### config.mk
export PLATFORM = sky130hd
export DESIGN_NAME = servo_pwm_array
export DESIGN_NICKNAME = d
export VERILOG_FILES = /design/src/rtl/servo_pwm_array.sv
export SDC_FILE = /design/constraint.sdc
export NUM_CORES = 1
export LEC_CHECK = 0
export CAP_MARGIN = 0
export CORE_UTILIZATION = 40
export CTS_BUF_LIST = sky130_fd_sc_hd__clkbuf_2 sky130_fd_sc_hd__clkbuf_4 sky130_fd_sc_hd__clkbuf_8
export CTS_CLUSTER_SIZE = 30
export DETAILED_ROUTE_END_ITERATION = 10
export GPL_ROUTABILITY_DRIVEN = 0
export SLEW_MARGIN = 20
export SYNTH_ARGS = -nofsm -noshare
export SYNTH_HDL_FRONTEND = slang
export SYNTH_SLANG_ARGS = --single-unit
### constraint.sdc
create_clock -name clk -period 3.43 [get_ports clk]
set_input_delay 0.5145 -clock clk [delete_from_list [all_inputs] [get_ports clk]]
set_output_delay 0.5145 -clock clk [all_outputs]
set_load 0.01 [all_outputs]
### src/rtl/servo_pwm_array.sv
// servo_pwm_array: multi-channel RC-servo PWM generator with an Avalon-MM register file.
// Define SERVO_PWM_SLEW_EN to include the SLEW register and the per-frame slew limiter.
module servo_pwm_array #(
   parameter int CHANNELS  = 2,
   parameter int CLK_HZ    = 50000000,
   parameter int PERIOD_US = 20000,
   parameter int MIN_US    = 1000,
   parameter int MAX_US    = 2000,
   parameter int CENTER_US = 1500
) (
   input  logic                clk,
   input  logic                reset,
   input  logic [3:0]          address,
   input  logic                write,
   input  logic [31:0]         writedata,
   input  logic                read,
   output logic [31:0]         readdata,
   output logic [CHANNELS-1:0] pwm_out,
   output logic                frame_start
);
   localparam int DIV = CLK_HZ / 1000000;
   localparam int PW = DIV > 1 ? $clog2(DIV) : 1;
   localparam logic [PW-1:0] DIV_LAST = PW'(DIV - 1);
   localparam logic [15:0] PERIOD_LAST = 16'(PERIOD_US - 1);
   localparam logic [15:0] MIN_W = 16'(MIN_US);
   localparam logic [15:0] MAX_W = 16'(MAX_US);
   localparam logic [15:0] CENTER_W = 16'(CENTER_US);

   logic [PW-1:0] psc_q, psc_d;
   logic [15:0] frame_cnt_q, frame_cnt_d, fcount_q, fcount_d, slew_q, slew_d, wclamp;
   logic [CHANNELS-1:0] ctrl_q, ctrl_d, act_en_q, act_en_d, pwm_q, pwm_d;
   logic [15:0] tgt_q [CHANNELS];
   logic [15:0] tgt_d [CHANNELS];
   logic [15:0] cur_q [CHANNELS];
   logic [15:0] cur_d [CHANNELS];
   logic [31:0] readdata_q, readdata_d, rsel;
   logic frame_start_q, frame_start_d, us_tick, boundary;
   logic unused_wdata;

   assign unused_wdata = ^writedata[31:16];
   assign readdata = readdata_q;
   assign pwm_out = pwm_q;
   assign frame_start = frame_start_q;

   // 17-bit difference so the comparison against SLEW cannot wrap
   function automatic logic [15:0] step(input logic [15:0] cur, input logic [15:0] tgt,
                                        input logic [15:0] slew);
      logic [16:0] diff;
      diff = tgt >= cur ? {1'b0, tgt} - {1'b0, cur} : {1'b0, cur} - {1'b0, tgt};
      return (slew == '0 || diff <= {1'b0, slew}) ? tgt : tgt > cur ? cur + slew : cur - slew;
   endfunction

   always_comb begin
      us_tick = psc_q == DIV_LAST;
      boundary = us_tick && frame_cnt_q == PERIOD_LAST;
      psc_d = us_tick ? '0 : psc_q + PW'(1);
      frame_cnt_d = !us_tick ? frame_cnt_q : boundary ? '0 : frame_cnt_q + 16'd1;
      fcount_d = fcount_q + {15'd0, boundary};
      frame_start_d = boundary;
      act_en_d = boundary ? ctrl_q : act_en_q;
      ctrl_d = (write && address == 4'd0) ? writedata[CHANNELS-1:0] : ctrl_q;
`ifdef SERVO_PWM_SLEW_EN
      slew_d = (write && address == 4'd2) ? writedata[15:0] : slew_q;
`else
      slew_d = '0;
`endif
      wclamp = writedata[15:0] < MIN_W ? MIN_W : writedata[15:0] > MAX_W ? MAX_W : writedata[15:0];
      rsel = address == 4'd0 ? 32'(ctrl_q) : address == 4'd1 ? {16'd0, fcount_q} :
             address == 4'd2 ? {16'd0, slew_q} : '0;
      for (int i = 0; i < CHANNELS; i++) begin
         tgt_d[i] = (write && address == 4'(3 + i)) ? wclamp : tgt_q[i];
         cur_d[i] = boundary ? step(cur_q[i], tgt_q[i], slew_q) : cur_q[i];
         pwm_d[i] = act_en_q[i] & (frame_cnt_q < cur_q[i]);
         if (address == 4'(3 + i)) rsel = {cur_q[i], tgt_q[i]};
      end
      readdata_d = read ? rsel : readdata_q;
   end

   always_ff @(posedge clk) begin
      if (reset) begin
         psc_q <= '0;
         frame_cnt_q <= '0;
         fcount_q <= '0;
         slew_q <= '0;
         ctrl_q <= '0;
         act_en_q <= '0;
         pwm_q <= '0;
         tgt_q <= '{default: CENTER_W};
         cur_q <= '{default: CENTER_W};
         readdata_q <= '0;
         frame_start_q <= 1'b0;
      end else begin
         psc_q <= psc_d;
         frame_cnt_q <= frame_cnt_d;
         fcount_q <= fcount_d;
         slew_q <= slew_d;
         ctrl_q <= ctrl_d;
         act_en_q <= act_en_d;
         pwm_q <= pwm_d;
         tgt_q <= tgt_d;
         cur_q <= cur_d;
         readdata_q <= readdata_d;
         frame_start_q <= frame_start_d;
      end
   end
endmodule

### After elaboration in Yosys (flattened, before gate mapping)

Index checks and enable logic that the tools add are counted.

* $add $sub $neg: 3
* order comparisons: 4
* eq/ne operators: 5
* muxes and demuxes: 7
* bitwise logic cells: 2
* reduce and logical (&&, ||, !) cells: 6

Operator list (number)
* $mux W16: 5
* $mux W32: 2
* $lt A16 B16 Y1: 2
* $add A16 B1 Y16: 1
* $add A16 B1 Y16 const B: 1
* $eq A16 B15 Y1 const B: 1
* $gt A16 B11 Y1 const B: 1
* $lt A16 B10 Y1 const B: 1
* $add A6 B1 Y6 const B: 1
* $eq A6 B6 Y1 const B: 1
* $eq A4 B1 Y1 const B: 1
* $eq A4 B2 Y1 const B: 1
* $eq A4 B3 Y1 const B: 1
* $logic_and A1 B1 Y1: 4
* $logic_not A4 Y1: 1
* $and A1 B1 Y1: 2
* $reduce_or A2 Y1: 1

* register bits after elaboration: 141
* input port bits: 40
* output and inout bits: 35

### Logic depth before layout (Yosys ltp)

Gate-level depths: netlist of the first run.

* word-level depth: 5
* mapped depth: 11

### Worst setup path after synthesis of the first run

OpenSTA, ideal clock, no wires.

* path type: reg-to-reg
* from: reg frame_cnt_q[1]
* to: reg fcount_q[14]
* library setup time: 128 ps
* data arrival time: 2034 ps
* setup slack: 1269 ps
* cell stages (with the launch flop): 11
* buffers on the path: 0
* clock period less this slack: 2161 ps
* cell sequence: dfxtp_1 -> ha_1 -> nand4b_2 -> nor4_4 -> and4_1 -> ha_1 -> ha_1 -> nand3_1 -> nor3_1 -> xnor2_1 -> nor2_1

* word-level cells in the longest chain between the ends: 3

Ends and longest elaborated chain
* from (decl): line 30 `logic [15:0] frame_cnt_q, frame_cnt_d, fcount_q, fcount_d, slew_q, slew_d, wclamp;`
* from (signal assigned): line 94 `frame_cnt_q <= frame_cnt_d;`
* $eq A16 B15 Y1: line 55 `boundary = us_tick && frame_cnt_q == PERIOD_LAST;`
* $logic_and A1 B1 Y1: line 55
* named net boundary: line 37 `logic frame_start_q, frame_start_d, us_tick, boundary;`
* $add A16 B1 Y16: line 58 `fcount_d = fcount_q + {15'd0, boundary};`
* to (signal assigned): line 95 `fcount_q <= fcount_d;`
* to (decl): line 30

The timed path passes the listed nets, and every way through them passes these cells.
A chain may end at the register's enable or synchronous reset.

### Final worst setup path of the first run

* from: reg frame_cnt_q[1]
* to: reg fcount_q[12]

The elaborated chain is that of the path after synthesis.

==> impl_metrics.ini, run 1 <==
[clock_network]
cts_tree = built
clock_latency_ns = 0.45
clock-sinks = 141
h-tree-depth = 4
tritoncts.num_buffers = 17
clk_pin_slew_ns = 0.08
clockBufferDepth = 2
clockRootBuffer = clkbuf_8
cts_hold_buf = 0
post_cts_resized = 0
post_cts_buffers = 0

[yosys]
synth_fa_ha_area_frac = 0.0676
synth-warning-count = 0
synth-simple-area-share = 0.207
muxShareOfSynthArea = 0.00618
synth_xor_area_frac = 0.0419
synth_compound_area_frac = 0.186
ys_top_cells_by_area = dfxtp_1 (44%), ha_1 (6.8%), nor2_1 (5.6%)
synth.avg_cell_area_um2 = 8.94
synth_top_cell_by_area = dfxtp_1
netlist.area_leader.share = 0.436
ys_async_sr_fraction = 0
ys_types = 53
syn_area_um2 = 6470
synth_top_family_by_area = simple AND/OR/NAND/NOR gates
synth_edf_count = 0
synth_cells = 724
yosysSeqAreaShare = 0.436
synthesis.nets = 799
yosys_register_bits = 141
synth_ff_type = dfxtp_1

[placed_design]
placed_cell_area_um2 = 7160
placed_cells = 964
dp_hpwl_um = 11400
port_buffers = 58

[floorplanning]
rows = 46
die_x_um = 129
core_area_um2 = 15800
die_h_um = 129
dieArea_um2 = 16700
ios = 75
initial_core_util = 0.409

[cells_and_area]
drive_gt1_frac = 0.103
layoutNonFillerInstCount = 995
num-nets-final = 842
final_cell_area_um2 = 7570
n_antenna_cell = 0
area_growth_pct = 17.0

[route]
vias = 5349
post_drt_wl_per_cell_um = 15.6
wl_um = 15500
drc_errors = 0
first_pass_iters = 6
detail-route-antenna-nets = 0
drtIter0Drc = 376
routed_via_density = 5.38

[power_and_ir_drop]
seqPwrFrac = 0.519
ir_worst_vdd_mv = 0.247
power.share.clock = 0.420
powerDensity_nw_per_um2 = 427
combPwrFrac = 0.060
p_int_w = 0.00248
p_leak_nw = 2.74
swShare = 0.233
p_sw_w = 0.000755

[worst_setup_path]
arrival_ns = 3.03
crit_path_max_fanout = 5
r2r_cells = 10
cp.required_ns = 3.74
start_kind = flop
crit_type = flop to flop
crit_path_end_kind = flop

[outcome]
status = complete, no violations

[timing]
fin_setup_tns_ns = 0
slew_headroom = 0.446
setup_violations = 0
rsz0062_at_grt = false
clock-skew-final_ns = 0.0142
min_period_over_period = 0.793
holdWs_ns = 0.468
final_hold_viol_count = 0
drv_slew = 0
worst_slew_pin_slew_ns = 0.820
min_period_ns = 2.72
fmax_ghz = 0.368

[min_path]
min_path_cells = 2
worstHoldPathType = flop to flop

[grt]
grt_max_degree = 66
track_usage = 0.197
grt_pass1_wl_um = 25300
antenna_found_initial = 0
overflow = 0
grt_pass1_vias = 5039

[job]
drv_cap = 0
-- state kept, by name, indices dropped and copies added, names as in the netlist --
register     cells
cur_q           32
fcount_q        16
psc_q            6
readdata        32
frame_cnt_q     16
act_en_q         2
pwm_out          2
tgt_q           32
frame_start      1
ctrl_q           2
-- cell type report --
cell class              instances  area, µm²
clock buffers                  22        297
clock inverters                 9        111
fillers                      1497       8260
inverters                      35        131
multi-input cells             505       3300
flip-flops and latches        141       2820
well taps                     216        270
repair buffers                 67        643
-- routing by layer --
layer	track usage	part of all wire	up-vias
met5	0	0	-
met4	0.114	0.037	0
met1	0.254	0.47	2515
met2	0.309	0.45	138
met3	0.0363	0.036	32
li1	-	-	2664
-- power groups by stage --
stage / clock network (W) / logic, W / registers [W]
finish: 0.00136 / 0.000195 / 0.00168
global placement: 0 / 0.000193 / 0.00172
CTS: 0.00139 / 0.000197 / 0.00168
global route: 0.00146 / 0.000215 / 0.00168
detailed placement: 0 / 0.000196 / 0.00172
floorplan: 0 / 0.0000922 / 0.00172
-- critical path, stage by stage, from the launching register on --
cell	delay [ns]
dfxtp_1	0.43
ha_1	0.22
nand4b_2	0.15
nor4_4	0.26
and4_1	0.40
ha_1	0.28
ha_1	0.26
nand3_1	0.14
nor3_1	0.25
xnor2_1	0.15
nor2_1	0.05
-- final timing paths --
check	start	to	slack [ns]
max reg2reg	frame_cnt_q[1]	fcount_q[12]	0.71
max	frame_cnt_q[1]	fcount_q[12]	0.71
min reg2reg	act_en_q[0]	pwm_out[0]	0.47
min	act_en_q[0]	pwm_out[0]	0.47
-- through the flow --
step / worst slack (ns) / total power [W] / utilization
after CTS: 0.712 / 0.00327 / 0.478
final: 0.711 / 0.00323 / 0.478
after floorplan: 1.27 / 0.00182 / -
after global routing: 0.456 / 0.00335 / 0.478
after detailed placement: 0.734 / 0.00191 / 0.452
after global placement: 0.776 / 0.00191 / 0.452
-- cells by family after synthesis --
family | count (synthesis)
and+or+nand+nor | 273
AOI/OAI and AO/OA | 162
muxes | 4
DFF | 141
adders and majority gates | 35
xor gates and xnor gates | 31
buffers and inverters | 78
-- Yosys cell counts (2+ instances only) --
library cell,instances
a211o_1,18
a211oi_1,35
a21oi_1,25
a21oi_2,20
a222oi_1,14
a22oi_1,18
a31oi_1,9
and2_1,12
and3_1,5
and4_1,3
buf_1,7
buf_12,2
buf_2,12
clkbuf_1,19
dfxtp_1,141
ha_1,35
inv_1,35
mux2i_1,4
nand2_1,58
nand2_2,11
nand2b_1,6
nand3_1,24
nand4_1,10
nor2_1,97
nor2b_1,6
nor3_1,21
nor3b_1,2
nor4_1,4
nor4b_1,2
nor4b_2,2
o21ai_0,15
or3_1,2
xnor2_1,11
xor2_1,20
-- cell usage in the layout (no fill, tap or decap), drive strengths merged, types with 4 or more instances in the layout --
master | synthesis | final
a211o | 18 | 18
a211oi | 35 | 35
a21oi | 45 | 45
a222oi | 14 | 14
a22oi | 18 | 18
a31oi | 9 | 9
and2 | 12 | 12
and3 | 5 | 5
and4 | 4 | 4
buf | 24 | 11
clkbuf | 19 | 22
clkdlybuf4s50 | 0 | 56
clkinv | 0 | 5
dfxtp | 141 | 141
ha | 35 | 35
inv | 35 | 35
mux2i | 4 | 4
nand2 | 69 | 69
nand2b | 6 | 6
nand3 | 24 | 24
nand4 | 10 | 10
nor2 | 97 | 97
nor2b | 6 | 6
nor3 | 21 | 21
nor4 | 5 | 5
nor4b | 4 | 4
o21ai | 15 | 15
xnor2 | 11 | 11
xor2 | 20 | 20
(Power assumes the default switching activity.)
==> run 2, diff against run 1 <==
==> constraint.sdc (replaced) <==
create_clock -name clk -period 2.8 [get_ports clk]
set_input_delay 0.42 -clock clk [delete_from_list [all_inputs] [get_ports clk]]
set_output_delay 0.42 -clock clk [all_outputs]
set_load 0.01 [all_outputs]
==> run 2 against run 1 <==
Net effect:
- die area stayed put
- cell area grew 0.83%
- via count rose by 0.60%
- clock skew down 0.0038 ns
- sequential power is 23% higher
- sequential share of layout area is 0.31 points lower
- critical path type unchanged
- largest cell class unchanged
==> impl_metrics.ini, run 2 (synthesized netlist as in run 1, its figures left out) <==
[clock_network]
cts_tree = built
h-tree-depth = 4
post_cts_buffers = 0
tritoncts.num_buffers = 17
post_cts_resized = 0
clock-sinks = 141
cts_hold_buf = 0
clockBufferDepth = 2
clockRootBuffer = clkbuf_8
clock_latency_ns = 0.46
clk_pin_slew_ns = 0.08

[power_and_ir_drop]
powerDensity_nw_per_um2 = 513
p_leak_nw = 2.78
power_w = 0.00391
ir_worst_vdd_mv = 0.298

[worst_setup_path]
crit_top_cell = ha_1
crit_type = flop to flop
slowest_delay_ns = 0.43
crit_family = simple AND/OR/NAND/NOR gates
worst-path-buf-inv = 0
crit_path_max_fanout = 5
critPathSlowestCell = dfxtp_1
start_kind = flop
crit_path_end_kind = flop
r2r_cells = 10
reg2reg_to = fcount_q[12]
r2r_setup_slack_ns = 0.31
cp_cell_sequence = ha_1, nand4b_2, nor4_4, and4_1, ha_1, ha_1, nand3_1, nor3_1, xnor2_1, nor2_1
reg2reg_from = frame_cnt_q[1]
cp-startpoint = frame_cnt_q[1]
cp.required_ns = 3.14
arrival_ns = 2.83

[job]
drv_cap = 0

[timing]
final_hold_viol_count = 0
fmax_ghz = 0.402
min_period_over_period = 0.889
clock-skew-final_ns = 0.0104
slew_headroom = 0.473
rsz0062_at_grt = false
setup_violations = 0
drv_slew = 0
fin_setup_tns_ns = 0
worst_slew_pin_slew_ns = 0.779
min_period_ns = 2.49

[floorplanning]
dieArea_um2 = 16700
rows = 46
die_h_um = 129
ios = 75
core_area_um2 = 15800
die_x_um = 129
initial_core_util = 0.409

[route]
routed_via_density = 5.35
wl_um = 15800
first_pass_iters = 7
detail-route-antenna-nets = 0
drc_errors = 0
post_drt_wl_per_cell_um = 15.7
vias = 5381
drtIter0Drc = 302

[cells_and_area]
num-nets-final = 851
layout_commonest_cell = dfxtp_1
multiInputGateArea_um2 = 3300
final_cell_mix = dfxtp_1 (141), nor2_1 (97), nand2_1 (58), clkdlybuf4s50_1 (56)
final_cell_area_um2 = 7630
num-fill-cells = 1518
area_growth_pct = 17.9
ff_latch_area_um2 = 2820
n_antenna_cell = 0
drive_gt1_frac = 0.114

[grt]
grt_max_degree = 49
track_usage = 0.200
overflow = 0
grt_pass1_vias = 5126
grt_pass1_wl_um = 25600
antenna_found_initial = 0

[min_path]
hold_path_end = fcount_q[9]
min_path_cells = 2
worstHoldPathType = primary input to flop
min_from = reset

[placed_design]
placed_cell_area_um2 = 7240
dp_hpwl_um = 11900
port_buffers = 58

[outcome]
status = complete, no violations
==> run 2: area by class of cell <==
type,instances,area share
multi-input combinational,505,0.432
tap,216,0.0354
clock buffer,19,0.0326
clock inverter,13,0.0188
timing repair buffer,76,0.0944
inverter,35,0.0172
sequential,141,0.370
==> run 2: power breakdown <==
group	switching, W	internal, W	total (W)
logic	0.000131	0.000113	0.000244
clock network	0.000801	0.000812	0.00161
registers	0.0000208	0.00204	0.00206
total	0.000952	0.00296	0.00391
==> run 2: per-stage QoR <==
step / cells / utilization / hold slack [ns] / worst slack [ns]
2_1_floorplan: 724 / - / 0.425 / 0.639
3_3_place_gp: 973 / 0.458 / 0.461 / 0.317
3_5_place_dp: 973 / 0.458 / 0.455 / 0.273
4_1_cts: 1005 / 0.482 / 0.394 / 0.284
5_1_grt: 1005 / 0.482 / 0.417 / 0.0712
6_report: 1005 / 0.482 / 0.420 / 0.310
==> run 2: how the worst max path moves through the flow <==
stage / slack, ns / end / cells after the start
after global routing: 0.07 / fcount_q[10] / 10
after global placement: 0.32 / fcount_q[14] / 10
after CTS: 0.28 / fcount_q[12] / 10
after floorplan: 0.64 / fcount_q[14] / 10
after detailed placement: 0.27 / tgt_q[25] / 6
final: 0.31 / fcount_q[12] / 10
==> run 2: per-layer routing <==
metal	vias up	GRT usage	wire length, µm
met4	0	0.0955	414
met2	113	0.332	7460
met5	-	0	0
li1	2683	-	-
met3	26	0.0421	539
met1	2559	0.248	7400
==> run 3, diff against run 2 <==
==> constraint.sdc (replaced) <==
create_clock -name clk -period 2.8 [get_ports clk]
set_input_delay 0.42 -clock clk [delete_from_list [all_inputs] [get_ports clk]]
set_output_delay 0.42 -clock clk [all_outputs]
set_load 0.1 [all_outputs]
==> run 3 against run 2 <==
Net effect:
- clock-buffer cell count is the same
- via count shrank 0.26%
- global-route usage grew 0.19 points
- cell count is essentially flat
- clock skew grew 0.0017 ns
- combinational power grew 65%
- critical path depth is the same
- largest cell class unchanged
- total power grew 6.9%
- first-iteration DRC count grew 26%
- sequential power is essentially flat
- hold slack gained 0.0016 ns
==> impl_metrics.ini, run 3 (synthesized netlist as in run 1, its figures left out) <==
[route]
first_pass_iters = 9
drtIter0Drc = 382
detail-route-antenna-nets = 0
wl_um = 15900
post_drt_wl_per_cell_um = 15.8
drc_errors = 0
vias = 5367
routed_via_density = 5.33

[cells_and_area]
final_cell_mix = dfxtp_1 (141), nor2_1 (97), nand2_1 (58), buf_4 (54)
n_antenna_cell = 0
num-fill-cells = 1531
area_growth_pct = 17.1
drive_gt1_frac = 0.159
layoutNonFillerInstCount = 1006
layout_commonest_cell = dfxtp_1
num-nets-final = 852

[placed_design]
port_buffers = 58
placed_cells = 974
dp_hpwl_um = 11900

[min_path]
worstHoldPathType = primary input to flop

[power_and_ir_drop]
powerDensity_nw_per_um2 = 552
power_w = 0.00419
ir_worst_vdd_mv = 0.278
p_leak_nw = 2.87

[clock_network]
cts_hold_buf = 0
post_cts_resized = 0
post_cts_buffers = 0
cts_tree = built
h-tree-depth = 4
clockRootBuffer = clkbuf_8
clk_pin_slew_ns = 0.09
clock_latency_ns = 0.46
clockBufferDepth = 2
tritoncts.num_buffers = 17
clock-sinks = 141

[floorplanning]
die_x_um = 129
ios = 75
dieArea_um2 = 16700
rows = 46
core_area_um2 = 15800
die_h_um = 129
initial_core_util = 0.409

[worst_setup_path]
start_kind = flop
crit_path_max_fanout = 6
crit_path_end_kind = flop
arrival_ns = 2.91
reg2reg_from = frame_cnt_q[0]
cp.required_ns = 3.14
r2r_cells = 10
r2r_setup_slack_ns = 0.24
crit_type = flop to flop
endpoint = fcount_q[14]
cp-startpoint = frame_cnt_q[0]
reg2reg_to = fcount_q[14]

[grt]
track_usage = 0.202
grt_pass1_wl_um = 25900
antenna_found_initial = 0
grt_max_degree = 61
overflow = 0
grt_pass1_vias = 5155

[timing]
min_period_ns = 2.56
drv_slew = 0
clock-skew-final_ns = 0.0121
fmax_ghz = 0.391
fin_setup_tns_ns = 0
worst_slew_pin_slew_ns = 0.845
slew_headroom = 0.429
min_period_over_period = 0.914
holdWs_ns = 0.421
rsz0062_at_grt = false
setup_violations = 0
final_hold_viol_count = 0

[job]
drv_cap = 0

[outcome]
status = complete, no violations
-- run 3: worst min-delay path by stage --
stage	start	to	slack [ns]	depth (start not counted)
final	reset	cur_q[31]	0.42	2
after global routing	reset	act_en_q[0]	0.42	2
after CTS	reset	cur_q[11]	0.39	2
after detailed placement	act_en_q[0]	pwm_out[0]	0.46	2
after global placement	act_en_q[0]	pwm_out[0]	0.46	2
after floorplan	act_en_q[0]	pwm_out[0]	0.42	2
-- run 3: through the flow --
step / utilization / cell area [µm²] / worst slack, ns
final: 0.479 / 7580 / 0.239
after detailed placement: 0.452 / 7160 / 0.253
after global placement: 0.452 / 7160 / 0.324
after CTS: 0.479 / 7580 / 0.242
after floorplan: - / 6470 / 0.639
after global routing: 0.479 / 7580 / 0.0823
-- run 3: area by class of cell --
type	instances	area, µm²	share of cell area
clock buffer	19	255	0.0337
sequential	141	2820	0.372
timing repair buffer	77	641	0.0845
tap	216	270	0.0356
multi-input combinational	505	3300	0.435
clock inverter	13	165	0.0218
inverter	35	131	0.0173
-- run 3: per-layer routing --
metal / up-vias / global-route usage / routed length [µm] / part of all wire
met3: 30 / 0.0380 / 650 / 0.041
met1: 2509 / 0.254 / 7340 / 0.46
li1: 2687 / - / - / -
met4: 0 / 0.111 / 520 / 0.033
met2: 141 / 0.328 / 7420 / 0.47
met5: - / 0 / 0 / 0
-- run 3: worst max-delay path, cell delays in order (launching register included) --
cell and delay, ns:
dfxtp_1 0.43, ha_1 0.23, nand4b_2 0.16, nor4_4 0.19, and4_1 0.39, ha_1 0.23
ha_1 0.24, nand3_1 0.15, nor3_1 0.25, xnor2_1 0.15, nor2_1 0.05
-- run 3: power breakdown --
part | switching (W) | leakage, nW | total (W) | internal [W]
logic | 0.000298 | 1.52 | 0.000403 | 0.000104
registers | 0.0000214 | 1.14 | 0.00206 | 0.00204
clock network | 0.000806 | 0.214 | 0.00173 | 0.000920
total | 0.00113 | 2.87 | 0.00419 | 0.00306
